### src/rtl/prog_loader_pkg.sv
// Shared definitions for the program loader: FSM state encoding and word geometry.
// Latency: n/a (types and constants only).
// Backpressure: n/a.
package prog_loader_pkg;

    // Loader FSM states
    typedef enum logic [1:0] {
        ST_IDLE    = 2'd0,
        ST_LOAD    = 2'd1,
        ST_RELEASE = 2'd2
    } state_t;

    // Bytes assembled into one 32-bit instruction word
    localparam int BYTES_PER_WORD = 4;
    localparam int BCNT_W         = $clog2(BYTES_PER_WORD);

endpackage

### src/rtl/prog_loader_if.sv
// Bundle of loader control, byte stream, instruction-memory write and fetch-stage controls.
// Latency: n/a (wiring only).
// Backpressure: byte stream uses valid/ready; a byte moves when byte_valid and byte_ready are both high.
// master: drives start/len/byte stream, observes everything else.
// slave : the loader; drives byte_ready, memory write port, core controls and status.
interface prog_loader_if #(
    parameter int ADDR_W = 9
);
    logic              start;
    logic [ADDR_W:0]   len;
    logic [7:0]        byte_data;
    logic              byte_valid;
    logic              byte_ready;
    logic              mem_we;
    logic [ADDR_W-1:0] mem_addr;
    logic [31:0]       mem_wdata;
    logic              core_stall;
    logic              core_pc_sel;
    logic [31:0]       core_jmp_addr;
    logic              core_flush;
    logic              busy;
    logic              done;
    logic              err;

    modport master (
        output start, len, byte_data, byte_valid,
        input  byte_ready, mem_we, mem_addr, mem_wdata,
        input  core_stall, core_pc_sel, core_jmp_addr, core_flush,
        input  busy, done, err
    );

    modport slave (
        input  start, len, byte_data, byte_valid,
        output byte_ready, mem_we, mem_addr, mem_wdata,
        output core_stall, core_pc_sel, core_jmp_addr, core_flush,
        output busy, done, err
    );
endinterface

### src/rtl/prog_loader_byte_packer.sv
// Packs accepted bytes little-endian into 32-bit words; owns the byte counter.
// Latency: o_word_vld/o_word_dat are combinational in the cycle the last byte of a word is accepted.
// Backpressure: none of its own; i_byte_vld must already be the qualified transfer (valid & ready).
// Ports: i_clk, i_rst (sync, active-high), i_clr (restart at byte 0), i_byte_vld/i_byte_dat in,
//        o_word_vld/o_word_dat out.
module byte_packer
    import prog_loader_pkg::*;
(
    input  logic        i_clk,
    input  logic        i_rst,
    input  logic        i_clr,
    input  logic        i_byte_vld,
    input  logic [7:0]  i_byte_dat,
    output logic        o_word_vld,
    output logic [31:0] o_word_dat
);
    localparam int                ASM_W   = 8 * (BYTES_PER_WORD - 1);
    localparam logic [BCNT_W-1:0] LP_LAST = BCNT_W'(BYTES_PER_WORD - 1);

    logic [BCNT_W-1:0] r_byte_cnt;
    logic [ASM_W-1:0]  r_asm;      // holds the first three bytes of the current word

    // The final byte is spliced in directly so the word is ready in its accept cycle.
    assign o_word_vld = i_byte_vld && (r_byte_cnt == LP_LAST);
    assign o_word_dat = {i_byte_dat, r_asm};

    always_ff @(posedge i_clk) begin
        if (i_rst || i_clr) begin
            r_byte_cnt <= '0;
            r_asm      <= '0;
        end else if (i_byte_vld) begin
            r_byte_cnt <= r_byte_cnt + BCNT_W'(1);   // wraps 3 -> 0
            for (int i = 0; i < BYTES_PER_WORD - 1; i++) begin
                if (r_byte_cnt == BCNT_W'(i)) begin
                    r_asm[i*8 +: 8] <= i_byte_dat;
                end
            end
        end
    end
endmodule

### src/rtl/prog_loader.sv
// Streams a program byte-wise into instruction memory while stalling the core, then restarts fetch at 0.
// Latency: word write one cycle after its 4th byte; RELEASE two cycles after the last byte; done one after that.
// Backpressure: byte_ready high throughout LOAD, dropped with the final write; never times out on idle input.
// Ports: i_clk, i_rst (sync, active-high), io_ldr (prog_loader_if.slave).
module prog_loader
    import prog_loader_pkg::*;
#(
    parameter int ROM_SIZE = 512,
    parameter int ADDR_W   = 9
) (
    input  logic         i_clk,
    input  logic         i_rst,
    prog_loader_if.slave io_ldr
);
    localparam logic [ADDR_W:0] LP_ROM  = (ADDR_W + 1)'(ROM_SIZE);
    localparam logic [ADDR_W:0] LP_ONE  = (ADDR_W + 1)'(1);

    state_t            r_state;
    logic [ADDR_W-1:0] r_last;       // index of the final word (len-1)
    logic [ADDR_W-1:0] r_word_cnt;
    logic              r_byte_ready;
    logic              r_mem_we;
    logic [ADDR_W-1:0] r_mem_addr;
    logic [31:0]       r_mem_wdata;
    logic              r_stall;
    logic              r_pc_sel;
    logic              r_flush;
    logic              r_busy;
    logic              r_done;
    logic              r_err;

    logic              w_xfer;
    logic              w_len_ok;
    logic [ADDR_W-1:0] w_len_m1;
    logic              w_clr;
    logic              w_word_vld;
    logic [31:0]       w_word_dat;

    assign w_xfer   = io_ldr.byte_valid && r_byte_ready;
    assign w_len_ok = (io_ldr.len != '0) && (io_ldr.len <= LP_ROM);
    // len <= ROM_SIZE, so len-1 always fits in an address
    assign w_len_m1 = ADDR_W'(io_ldr.len - LP_ONE);
    assign w_clr    = (r_state == ST_IDLE) && io_ldr.start && w_len_ok;

    byte_packer u_packer (
        .i_clk      (i_clk),
        .i_rst      (i_rst),
        .i_clr      (w_clr),
        .i_byte_vld (w_xfer),
        .i_byte_dat (io_ldr.byte_data),
        .o_word_vld (w_word_vld),
        .o_word_dat (w_word_dat)
    );

    always_ff @(posedge i_clk) begin
        if (i_rst) begin
            r_state      <= ST_IDLE;
            r_last       <= '0;
            r_word_cnt   <= '0;
            r_byte_ready <= 1'b0;
            r_mem_we     <= 1'b0;
            r_mem_addr   <= '0;
            r_mem_wdata  <= '0;
            r_stall      <= 1'b0;
            r_pc_sel     <= 1'b0;
            r_flush      <= 1'b0;
            r_busy       <= 1'b0;
            r_done       <= 1'b0;
            r_err        <= 1'b0;
        end else begin
            r_mem_we <= 1'b0;
            r_done   <= 1'b0;
            r_err    <= 1'b0;
            unique case (r_state)
                ST_IDLE: begin
                    if (io_ldr.start) begin
                        if (w_len_ok) begin
                            r_state      <= ST_LOAD;
                            r_last       <= w_len_m1;
                            r_word_cnt   <= '0;
                            r_byte_ready <= 1'b1;
                            r_stall      <= 1'b1;
                            r_busy       <= 1'b1;
                        end else begin
                            r_err <= 1'b1;
                        end
                    end
                end
                ST_LOAD: begin
                    if (w_word_vld) begin
                        r_mem_we    <= 1'b1;
                        r_mem_addr  <= r_word_cnt;
                        r_mem_wdata <= w_word_dat;
                        // Final word: stop taking bytes; the counter is left at len-1 so it cannot wrap.
                        if (r_word_cnt == r_last) begin
                            r_byte_ready <= 1'b0;
                        end else begin
                            r_word_cnt <= r_word_cnt + ADDR_W'(1);
                        end
                    end
                    // byte_ready low inside LOAD only happens in the final-write cycle.
                    if (!r_byte_ready) begin
                        r_state  <= ST_RELEASE;
                        r_stall  <= 1'b0;
                        r_pc_sel <= 1'b1;
                        r_flush  <= 1'b1;
                    end
                end
                ST_RELEASE: begin
                    r_state  <= ST_IDLE;
                    r_pc_sel <= 1'b0;
                    r_flush  <= 1'b0;
                    r_busy   <= 1'b0;
                    r_done   <= 1'b1;
                end
                default: r_state <= ST_IDLE;
            endcase
        end
    end

    assign io_ldr.byte_ready    = r_byte_ready;
    assign io_ldr.mem_we        = r_mem_we;
    assign io_ldr.mem_addr      = r_mem_addr;
    assign io_ldr.mem_wdata     = r_mem_wdata;
    assign io_ldr.core_stall    = r_stall;
    assign io_ldr.core_pc_sel   = r_pc_sel;
    assign io_ldr.core_jmp_addr = 32'h0;     // fetch always restarts at address 0
    assign io_ldr.core_flush    = r_flush;
    assign io_ldr.busy          = r_busy;
    assign io_ldr.done          = r_done;
    assign io_ldr.err           = r_err;
endmodule

### src/flat_wrapper.sv
// flat-port wrapper written by rule: the top's interface ports become plain ports
module prog_loader_flat import prog_loader_pkg::*;
#(
    parameter int ROM_SIZE = 512,
    parameter int ADDR_W   = 9
)
  (i_clk, i_rst, io_ldr_start, io_ldr_len, io_ldr_byte_data, io_ldr_byte_valid, io_ldr_byte_ready, io_ldr_mem_we, io_ldr_mem_addr, io_ldr_mem_wdata, io_ldr_core_stall, io_ldr_core_pc_sel, io_ldr_core_jmp_addr, io_ldr_core_flush, io_ldr_busy, io_ldr_done, io_ldr_err);
  prog_loader_if #(.ADDR_W(ADDR_W)) io_ldr_i ();
  input  logic i_clk;
  input  logic i_rst;
  input wire logic [$bits(io_ldr_i.start)-1:0] io_ldr_start;
  input wire logic [$bits(io_ldr_i.len)-1:0] io_ldr_len;
  input wire logic [$bits(io_ldr_i.byte_data)-1:0] io_ldr_byte_data;
  input wire logic [$bits(io_ldr_i.byte_valid)-1:0] io_ldr_byte_valid;
  output wire logic [$bits(io_ldr_i.byte_ready)-1:0] io_ldr_byte_ready;
  output wire logic [$bits(io_ldr_i.mem_we)-1:0] io_ldr_mem_we;
  output wire logic [$bits(io_ldr_i.mem_addr)-1:0] io_ldr_mem_addr;
  output wire logic [$bits(io_ldr_i.mem_wdata)-1:0] io_ldr_mem_wdata;
  output wire logic [$bits(io_ldr_i.core_stall)-1:0] io_ldr_core_stall;
  output wire logic [$bits(io_ldr_i.core_pc_sel)-1:0] io_ldr_core_pc_sel;
  output wire logic [$bits(io_ldr_i.core_jmp_addr)-1:0] io_ldr_core_jmp_addr;
  output wire logic [$bits(io_ldr_i.core_flush)-1:0] io_ldr_core_flush;
  output wire logic [$bits(io_ldr_i.busy)-1:0] io_ldr_busy;
  output wire logic [$bits(io_ldr_i.done)-1:0] io_ldr_done;
  output wire logic [$bits(io_ldr_i.err)-1:0] io_ldr_err;
  assign io_ldr_i.start = io_ldr_start;
  assign io_ldr_i.len = io_ldr_len;
  assign io_ldr_i.byte_data = io_ldr_byte_data;
  assign io_ldr_i.byte_valid = io_ldr_byte_valid;
  assign io_ldr_byte_ready = io_ldr_i.byte_ready;
  assign io_ldr_mem_we = io_ldr_i.mem_we;
  assign io_ldr_mem_addr = io_ldr_i.mem_addr;
  assign io_ldr_mem_wdata = io_ldr_i.mem_wdata;
  assign io_ldr_core_stall = io_ldr_i.core_stall;
  assign io_ldr_core_pc_sel = io_ldr_i.core_pc_sel;
  assign io_ldr_core_jmp_addr = io_ldr_i.core_jmp_addr;
  assign io_ldr_core_flush = io_ldr_i.core_flush;
  assign io_ldr_busy = io_ldr_i.busy;
  assign io_ldr_done = io_ldr_i.done;
  assign io_ldr_err = io_ldr_i.err;
  prog_loader #(.ROM_SIZE(ROM_SIZE), .ADDR_W(ADDR_W)) u_core (.i_clk(i_clk), .i_rst(i_rst), .io_ldr(io_ldr_i));
endmodule
### config.mk
export PLATFORM = sky130hd
export DESIGN_NAME = prog_loader_flat
export DESIGN_NICKNAME = d
export VERILOG_FILES = /design/src/rtl/prog_loader_pkg.sv /design/src/rtl/prog_loader_if.sv /design/src/rtl/prog_loader_byte_packer.sv /design/src/rtl/prog_loader.sv /design/src/flat_wrapper.sv
export SDC_FILE = /design/constraint.sdc
export NUM_CORES = 1
export LEC_CHECK = 0
export CORE_MARGIN = 3
export CORE_UTILIZATION = 46
export DETAILED_ROUTE_END_ITERATION = 8
export GPL_TIMING_DRIVEN = 0
export PLACE_DENSITY = 0.75
export RECOVER_POWER = 25
export SKIP_LAST_GASP = 1
export SYNTH_ARGS = -nofsm -noshare
export SYNTH_HDL_FRONTEND = slang
export SYNTH_HIERARCHICAL = 1
export SYNTH_SLANG_ARGS = --single-unit
### constraint.sdc
create_clock -name i_clk -period 2.6 [get_ports i_clk]
set_clock_uncertainty 0.05 [all_clocks]
set_input_delay 0.65 -clock i_clk [delete_from_list [all_inputs] [get_ports i_clk]]
set_output_delay 0.65 -clock i_clk [all_outputs]
set_load 0.02 [all_outputs]
==> results of run 1 <==
==> synthesized netlist by cell type (4+ instances only) <==
master,number
dfxtp_1,94
nand2_1,89
a21oi_1,51
buf_4,41
nand3_1,33
a21bo_2,19
nor2_1,19
a21oi_2,18
clkbuf_1,16
xnor2_1,14
buf_6,12
nor3_1,9
buf_2,8
a211oi_2,7
inv_1,7
ha_1,6
o211ai_1,6
a21bo_1,5
a31oi_1,5
nand4_1,5
nand2b_1,4
or4_1,4
==> path summary, 6_finish.rpt <==
| check | start | to | slack (ns) |
|---|---|---|---|
| setup / recovery | io_ldr_len[0] | u_core/u_packer/r_asm[4]$_SDFFE_PP0P_ | 0.1 |
| hold / removal | u_core/io_ldr.mem_wdata[3]$_SDFFE_PP0P_ | u_core/io_ldr.mem_wdata[3]$_SDFFE_PP0P_ | 0.40 |
| setup reg to reg | u_core/io_ldr.byte_ready$_SDFFE_PP0P_ | u_core/r_word_cnt[6]$_SDFFE_PP0P_ | 0.42 |
| hold reg to reg | u_core/io_ldr.mem_wdata[3]$_SDFFE_PP0P_ | u_core/io_ldr.mem_wdata[3]$_SDFFE_PP0P_ | 0.40 |
==> cells by family after synthesis <==
family | Yosys count | synth area share
flops | 94 | 0.416
xor+xnor | 15 | 0.0291
buf+inv | 88 | 0.139
simple gates | 184 | 0.193
compound gates | 122 | 0.202
other cells | 1 | 0.000830
fa+ha+maj | 6 | 0.0166
mux | 1 | 0.00221
==> layer usage <==
metal  track usage  part of all wire  wire length [microns]  vias up
met5             0                 0                      0        -
met4        0.0731             0.014                    156        0
met3        0.0315             0.056                    622       13
met2         0.334              0.49                   5390      131
met1         0.264              0.44                   4880     1780
li1              -                 -                      -     1928
==> repair_timing <==
item | in CTS | in global routing
endpoints found under the hold margin | 0 | 0
gates resized for setup | 14 | 14
setup endpoints to repair | 69 | 68
pin swaps | 3 | 3
gates cloned | 1 | 0
setup buffers | 9 | 4
==> critical path: stages <==
cell	delay, ns
dlygate4sd2_1	0.26
inv_1	0.07
ha_2	0.17
or4b_4	0.50
nor4b_4	0.27
nor2_4	0.07
inv_4	0.07
clkbuf_16	0.12
or2_1	0.11
buf_6	0.13
bufbuf_16	0.26
a21oi_2	0.03
==> area by class of cell <==
cell class | instances | area, sq um | area share
buffer | 79 | 622 | 0.104
clock inverter | 7 | 123 | 0.0206
tap | 129 | 161 | 0.0271
sequential | 94 | 1880 | 0.316
inverter | 8 | 32.5 | 0.00546
multi-input combinational | 360 | 2170 | 0.364
clock buffer | 9 | 124 | 0.0208
timing repair buffer | 84 | 846 | 0.142
==> cell usage in the layout, fill, tap and decap left out, types with 3 or more instances in the layout <==
master | netlist | routed
a211oi_2 | 7 | 8
a21bo_1 | 5 | 5
a21bo_2 | 19 | 19
a21oi_1 | 51 | 51
a21oi_2 | 18 | 18
a31oi_1 | 5 | 5
buf_12 | 2 | 4
buf_2 | 8 | 8
buf_4 | 41 | 53
buf_6 | 12 | 11
bufinv_16 | 0 | 3
clkbuf_1 | 16 | 8
clkbuf_2 | 0 | 7
clkbuf_8 | 1 | 9
clkdlybuf4s50_1 | 0 | 28
conb_1 | 1 | 32
dfxtp_1 | 94 | 94
dlygate4sd2_1 | 0 | 4
dlygate4sd3_1 | 0 | 35
dlymetal6s2s_1 | 0 | 3
ha_1 | 6 | 5
inv_1 | 7 | 7
nand2_1 | 89 | 89
nand2b_1 | 4 | 4
nand3_1 | 33 | 33
nand4_1 | 5 | 5
nor2_1 | 19 | 19
nor2b_1 | 3 | 3
nor3_1 | 9 | 9
o211ai_1 | 6 | 6
o21ai_0 | 3 | 3
or3_1 | 3 | 3
or4_1 | 4 | 4
xnor2_1 | 14 | 14
==> through the flow <==
stage               instance area [sq um]  hold WS (ns)   util  worst slack [ns]  std cells
CTS                                  5890         0.403  0.626           -0.0107        766
finish                               5960         0.402  0.633            0.0963        770
global route                         5960         0.426  0.633           -0.0162        770
global placement                     5500         0.387  0.584            -0.651        741
floorplan                            4640         0.376      -            0.0334        542
detailed placement                   5500         0.390  0.584            -0.719        741
==> state kept, by name, summed over array words and instances, names as in the netlist, 2 cells and up <==
signal                      flops
u_core/io_ldr.mem_wdata        32
u_core/r_last                   9
u_core/r_word_cnt               9
u_core/io_ldr.mem_addr          9
u_core/u_packer/r_byte_cnt      2
u_core/r_state                  2
u_core/u_packer/r_asm          24
==> power by group <==
| group | switching (mW) | leakage (nW) | internal [mW] |
|---|---|---|---|
| combinational | 0.214 | 1.48 | 0.181 |
| sequential | 0.0158 | 0.760 | 1.46 |
| clock | 0.527 | 0.116 | 0.641 |
| total | 0.757 | 2.36 | 2.28 |
==> out/results.ini, run 1 <==
[sta]
finalCritPeriodShare = 0.963
setup_viol = 0
fmax_mhz = 399
setup-tns-final_ns = 0
hold_viol = 0
min_period_ns = 2.50
timing.slew.headroom = 0.526
tightestPinTransition_ns = 0.706
final_max_slew_viol_count = 0

[logic_synthesis]
ys_ff_latch = 94
synth.top_cells.by_area = dfxtp_1, nand2_1, buf_4, a21oi_1, a21bo_2
synth_ff_type = dfxtp_1
yosysTopAreaCell = dfxtp_1
yosys_warnings = 6
netlist_area_sq_um = 4520
syn_avg_cell_area_sq_um = 8.85
synth-edff-count = 0
ys_seq_area_frac = 0.416
ys_types = 48
syn_inst = 511
async_reset_ff_frac = 0
yosysTopAreaCellShare = 0.416

[detailed_routing]
vias = 3852
routedWlPerCell_microns = 14.3
first_pass_iters = 5
routed_wl_microns = 11000
ant_nets = 0
drt_iter0_drc = 201
post-route-drc-count = 0
via_per_inst = 5.00

[floorplan]
io_pins = 103
die_area_sq_um = 11100
rows = 35
start_util = 0.480
die_w_microns = 105
dieHeight_microns = 105
fp.coreArea_sq_um = 9420

[cts]
cts_buffer_depth = 2
clk_pin_slew_ns = 0.09
clock_latency_ns = 0.37
cts.sinks = 94
cts_hold_buf = 0
htreeDepth = 3
cts_tree = done
cts_buffers = 9
root_buffer = clkbuf_8

[critical_path]
worst_setup_path_start_kind = input port
crit_required_ns = 2.81
worst_r2r_path_depth = 7
crit_arrival_ns = 2.71
critPathCaptureType = register
cp_max_fo = 5
critPathKind = input port to register

[power]
ir_drop_v = 0.000257
p_per_area_nw_per_um2 = 510
p_leak_nw = 2.36
power.total_mw = 3.04

[layout]
nNetsFinal = 664
syn2layout_area_growth_pct = 31.7
n_antenna_cell = 0
drive_above_1_share = 0.248
nFillCells = 794

[global_routing]
antenna_found_initial = 0
grt_pass1_vias = 3723
grt_first_pass_wirelength_microns = 18200
grt_max_degree = 17
grt_util_all_layers = 0.201
grt_overflow = 0

[placement]
hpwl_microns = 7870
place.gp.congestion = 0.893
io_buffers = 70

[min_path]
hp-class = register to register
whs_path_depth = 2

[run_status]
status = complete, no violations

[run]
drv_cap = 0

Power figures use the tool's default switching activity.
==> inputs of run 2 (changes only) <==
Settings changed: MAX_ROUTING_LAYER set to met4.
==> run 2 against run 1 <==
Effect of this change: power decreased by 0.15%; cell area about the same; clock power about the same; routed wire length decreased by 0.14%; final cell count unchanged.
==> out/results.ini, run 2 (synthesis gave the netlist of run 1 again) <==
[run_status]
status = complete, no violations

[cts]
cts_tree = done
root_buffer = clkbuf_8
htreeDepth = 3  ; unchanged
cts_buffers = 9  ; unchanged
clk_pin_slew_ns = 0.09  ; about the same
cts_buffer_depth = 2  ; unchanged
cts.sinks = 94  ; unchanged
clock_latency_ns = 0.36  ; about the same

[placement]
pre_cts_ws_ns = -0.719  ; unchanged
place_area_sq_um = 5500  ; unchanged
place_inst = 741  ; unchanged
place.gp.congestion = 0.908  ; +1.7%
io_buffers = 70  ; unchanged
hpwl_microns = 7870  ; unchanged

[sta]
rsz0062_at_grt = true
min_period_ns = 2.51  ; +0.00147 ns
fin_ws_ns = 0.0948  ; -0.00147 ns
final_max_slew_viol_count = 0  ; unchanged
hold_viol = 0  ; unchanged
whs_ns = 0.402  ; +0.000214 ns
setup-tns-final_ns = 0  ; unchanged
tightestPinTransition_ns = 0.695  ; -0.0109 ns
setup_viol = 0  ; unchanged
finalCritPeriodShare = 0.964  ; about the same
fmax_mhz = 399  ; about the same
timing.slew.headroom = 0.533  ; +0.00731

[detailed_routing]
post-route-drc-count = 0  ; unchanged
first_pass_iters = 5  ; unchanged
routed_wl_microns = 11000  ; -0.14%
routedWlPerCell_microns = 14.3  ; -0.14%
via_per_inst = 5.01  ; +0.16%
ant_nets = 0  ; unchanged
drt_iter0_drc = 191  ; -5.0%
vias = 3858  ; +0.16%

[min_path]
hp-class = register to register

[critical_path]
worst_setup_path_start_kind = input port
cp_max_fo = 5  ; unchanged
crit_arrival_ns = 2.71  ; about the same
crit_required_ns = 2.81  ; about the same
critPathCaptureType = register
critPathKind = input port to register

[layout]
drive_above_1_share = 0.248  ; unchanged
nNetsFinal = 664  ; unchanged
syn2layout_area_growth_pct = 31.7  ; about the same
post-route-util = 0.632  ; about the same
largest_register_ff_count = 32  ; unchanged
nFillCells = 795  ; +0.13%
layout_commonest_cell = dfxtp_1
n_antenna_cell = 0  ; unchanged
fin_area_sq_um = 5950  ; about the same
instances_no_fill = 770  ; unchanged
final_cell_mix = dfxtp_1, nand2_1, buf_4, a21oi_1, dlygate4sd3_1

[global_routing]
antenna_found_initial = 0  ; unchanged
grt_pass1_vias = 3736  ; +0.35%
grt_first_pass_wirelength_microns = 18200  ; -0.19%
grt_max_degree = 17  ; unchanged
grt_overflow = 0  ; unchanged
grt_util_all_layers = 0.206  ; +0.00499

[floorplan]
rows = 35  ; unchanged
start_util = 0.480  ; unchanged
io_pins = 103  ; unchanged
dieHeight_microns = 105  ; unchanged
die_w_microns = 105  ; unchanged
die_area_sq_um = 11100  ; unchanged
fp.coreArea_sq_um = 9420  ; unchanged

[power]
power.total_mw = 3.03  ; -0.15%
ir_drop_v = 0.000256  ; -0.11%
internal_power_mw = 2.28  ; about the same
p_leak_nw = 2.35  ; -0.40%
power_frac_comb = 0.130  ; about the same
seq_power_share = 0.486  ; about the same
p_per_area_nw_per_um2 = 510  ; -0.11%
switchingPower_mw = 0.752  ; -0.68%
p_clk_frac = 0.383  ; about the same
swShare = 0.248  ; -0.00131

[run]
drv_cap = 0  ; unchanged

==> run 2: changes by cell type in the layout (fill, tap and decap cells not counted) <==
cell / before / now
dlymetal6s2s_1: 3 / 2
clkdlybuf4s50_1: 28 / 30
dlygate4sd3_1: 35 / 34
==> run 2: worst paths after layout <==
path                                           startpoint                                       to  slack [ns]  cells after the start
setup / recovery                            io_ldr_len[0]    u_core/u_packer/r_asm[4]$_SDFFE_PP0P_        0.09                     12
hold / removal    u_core/io_ldr.mem_wdata[3]$_SDFFE_PP0P_  u_core/io_ldr.mem_wdata[3]$_SDFFE_PP0P_        0.40                      2
setup reg to reg    u_core/io_ldr.byte_ready$_SDFFE_PP0P_        u_core/r_word_cnt[6]$_SDFFE_PP0P_        0.41                      7
hold reg to reg   u_core/io_ldr.mem_wdata[3]$_SDFFE_PP0P_  u_core/io_ldr.mem_wdata[3]$_SDFFE_PP0P_        0.40                      2
==> run 2: timing repair <==
| action | in CTS | in global routing |
|---|---|---|
| setup buffers | 9 | 4 |
| hold buffers | 0 | 0 |
| resized for setup | 14 | 13 |
| endpoints found under the hold margin | 0 | 0 |
| endpoints found under the setup margin | 69 | 66 |
| pin swaps | 3 | 3 |
| gates cloned | 1 | 0 |
==> run 2: critical path: stages <==
cell	delay (ns)
dlygate4sd2_1	0.26
inv_1	0.07
ha_2	0.17
or4b_4	0.50
nor4b_4	0.27
nor2_4	0.07
inv_4	0.07
clkbuf_16	0.12
or2_1	0.11
buf_6	0.13
bufbuf_16	0.26
a21oi_2	0.03
==> run 2: power groups by stage <==
stage | registers [mW] | clock network (mW) | logic (mW)
after global routing | 1.48 | 1.24 | 0.424
final | 1.48 | 1.16 | 0.395
after detailed placement | 1.51 | 0 | 0.354
after global placement | 1.51 | 0 | 0.349
after CTS | 1.48 | 1.18 | 0.383
after floorplan | 1.51 | 0 | 0.250
==> run 2: metal layers <==
metal	vias up	global-route usage	part of all wire
li1	1923	-	-
met3	11	0.0284	0.047
met1	1805	0.263	0.45
met2	119	0.335	0.49
met5	-	-	0
met4	0	0.0731	0.014
==> run 2: area by class of cell <==
cell class              count  area [sq um]  share of cell area
plain buffers              79           622               0.104
clock buffers               9           124              0.0208
clock inverters             7           123              0.0206
inverters                   8          32.5             0.00546
multi-input cells         360          2170               0.364
flip-flops and latches     94          1880               0.316
well taps                 129           161              0.0271
repair buffers             84           843               0.142
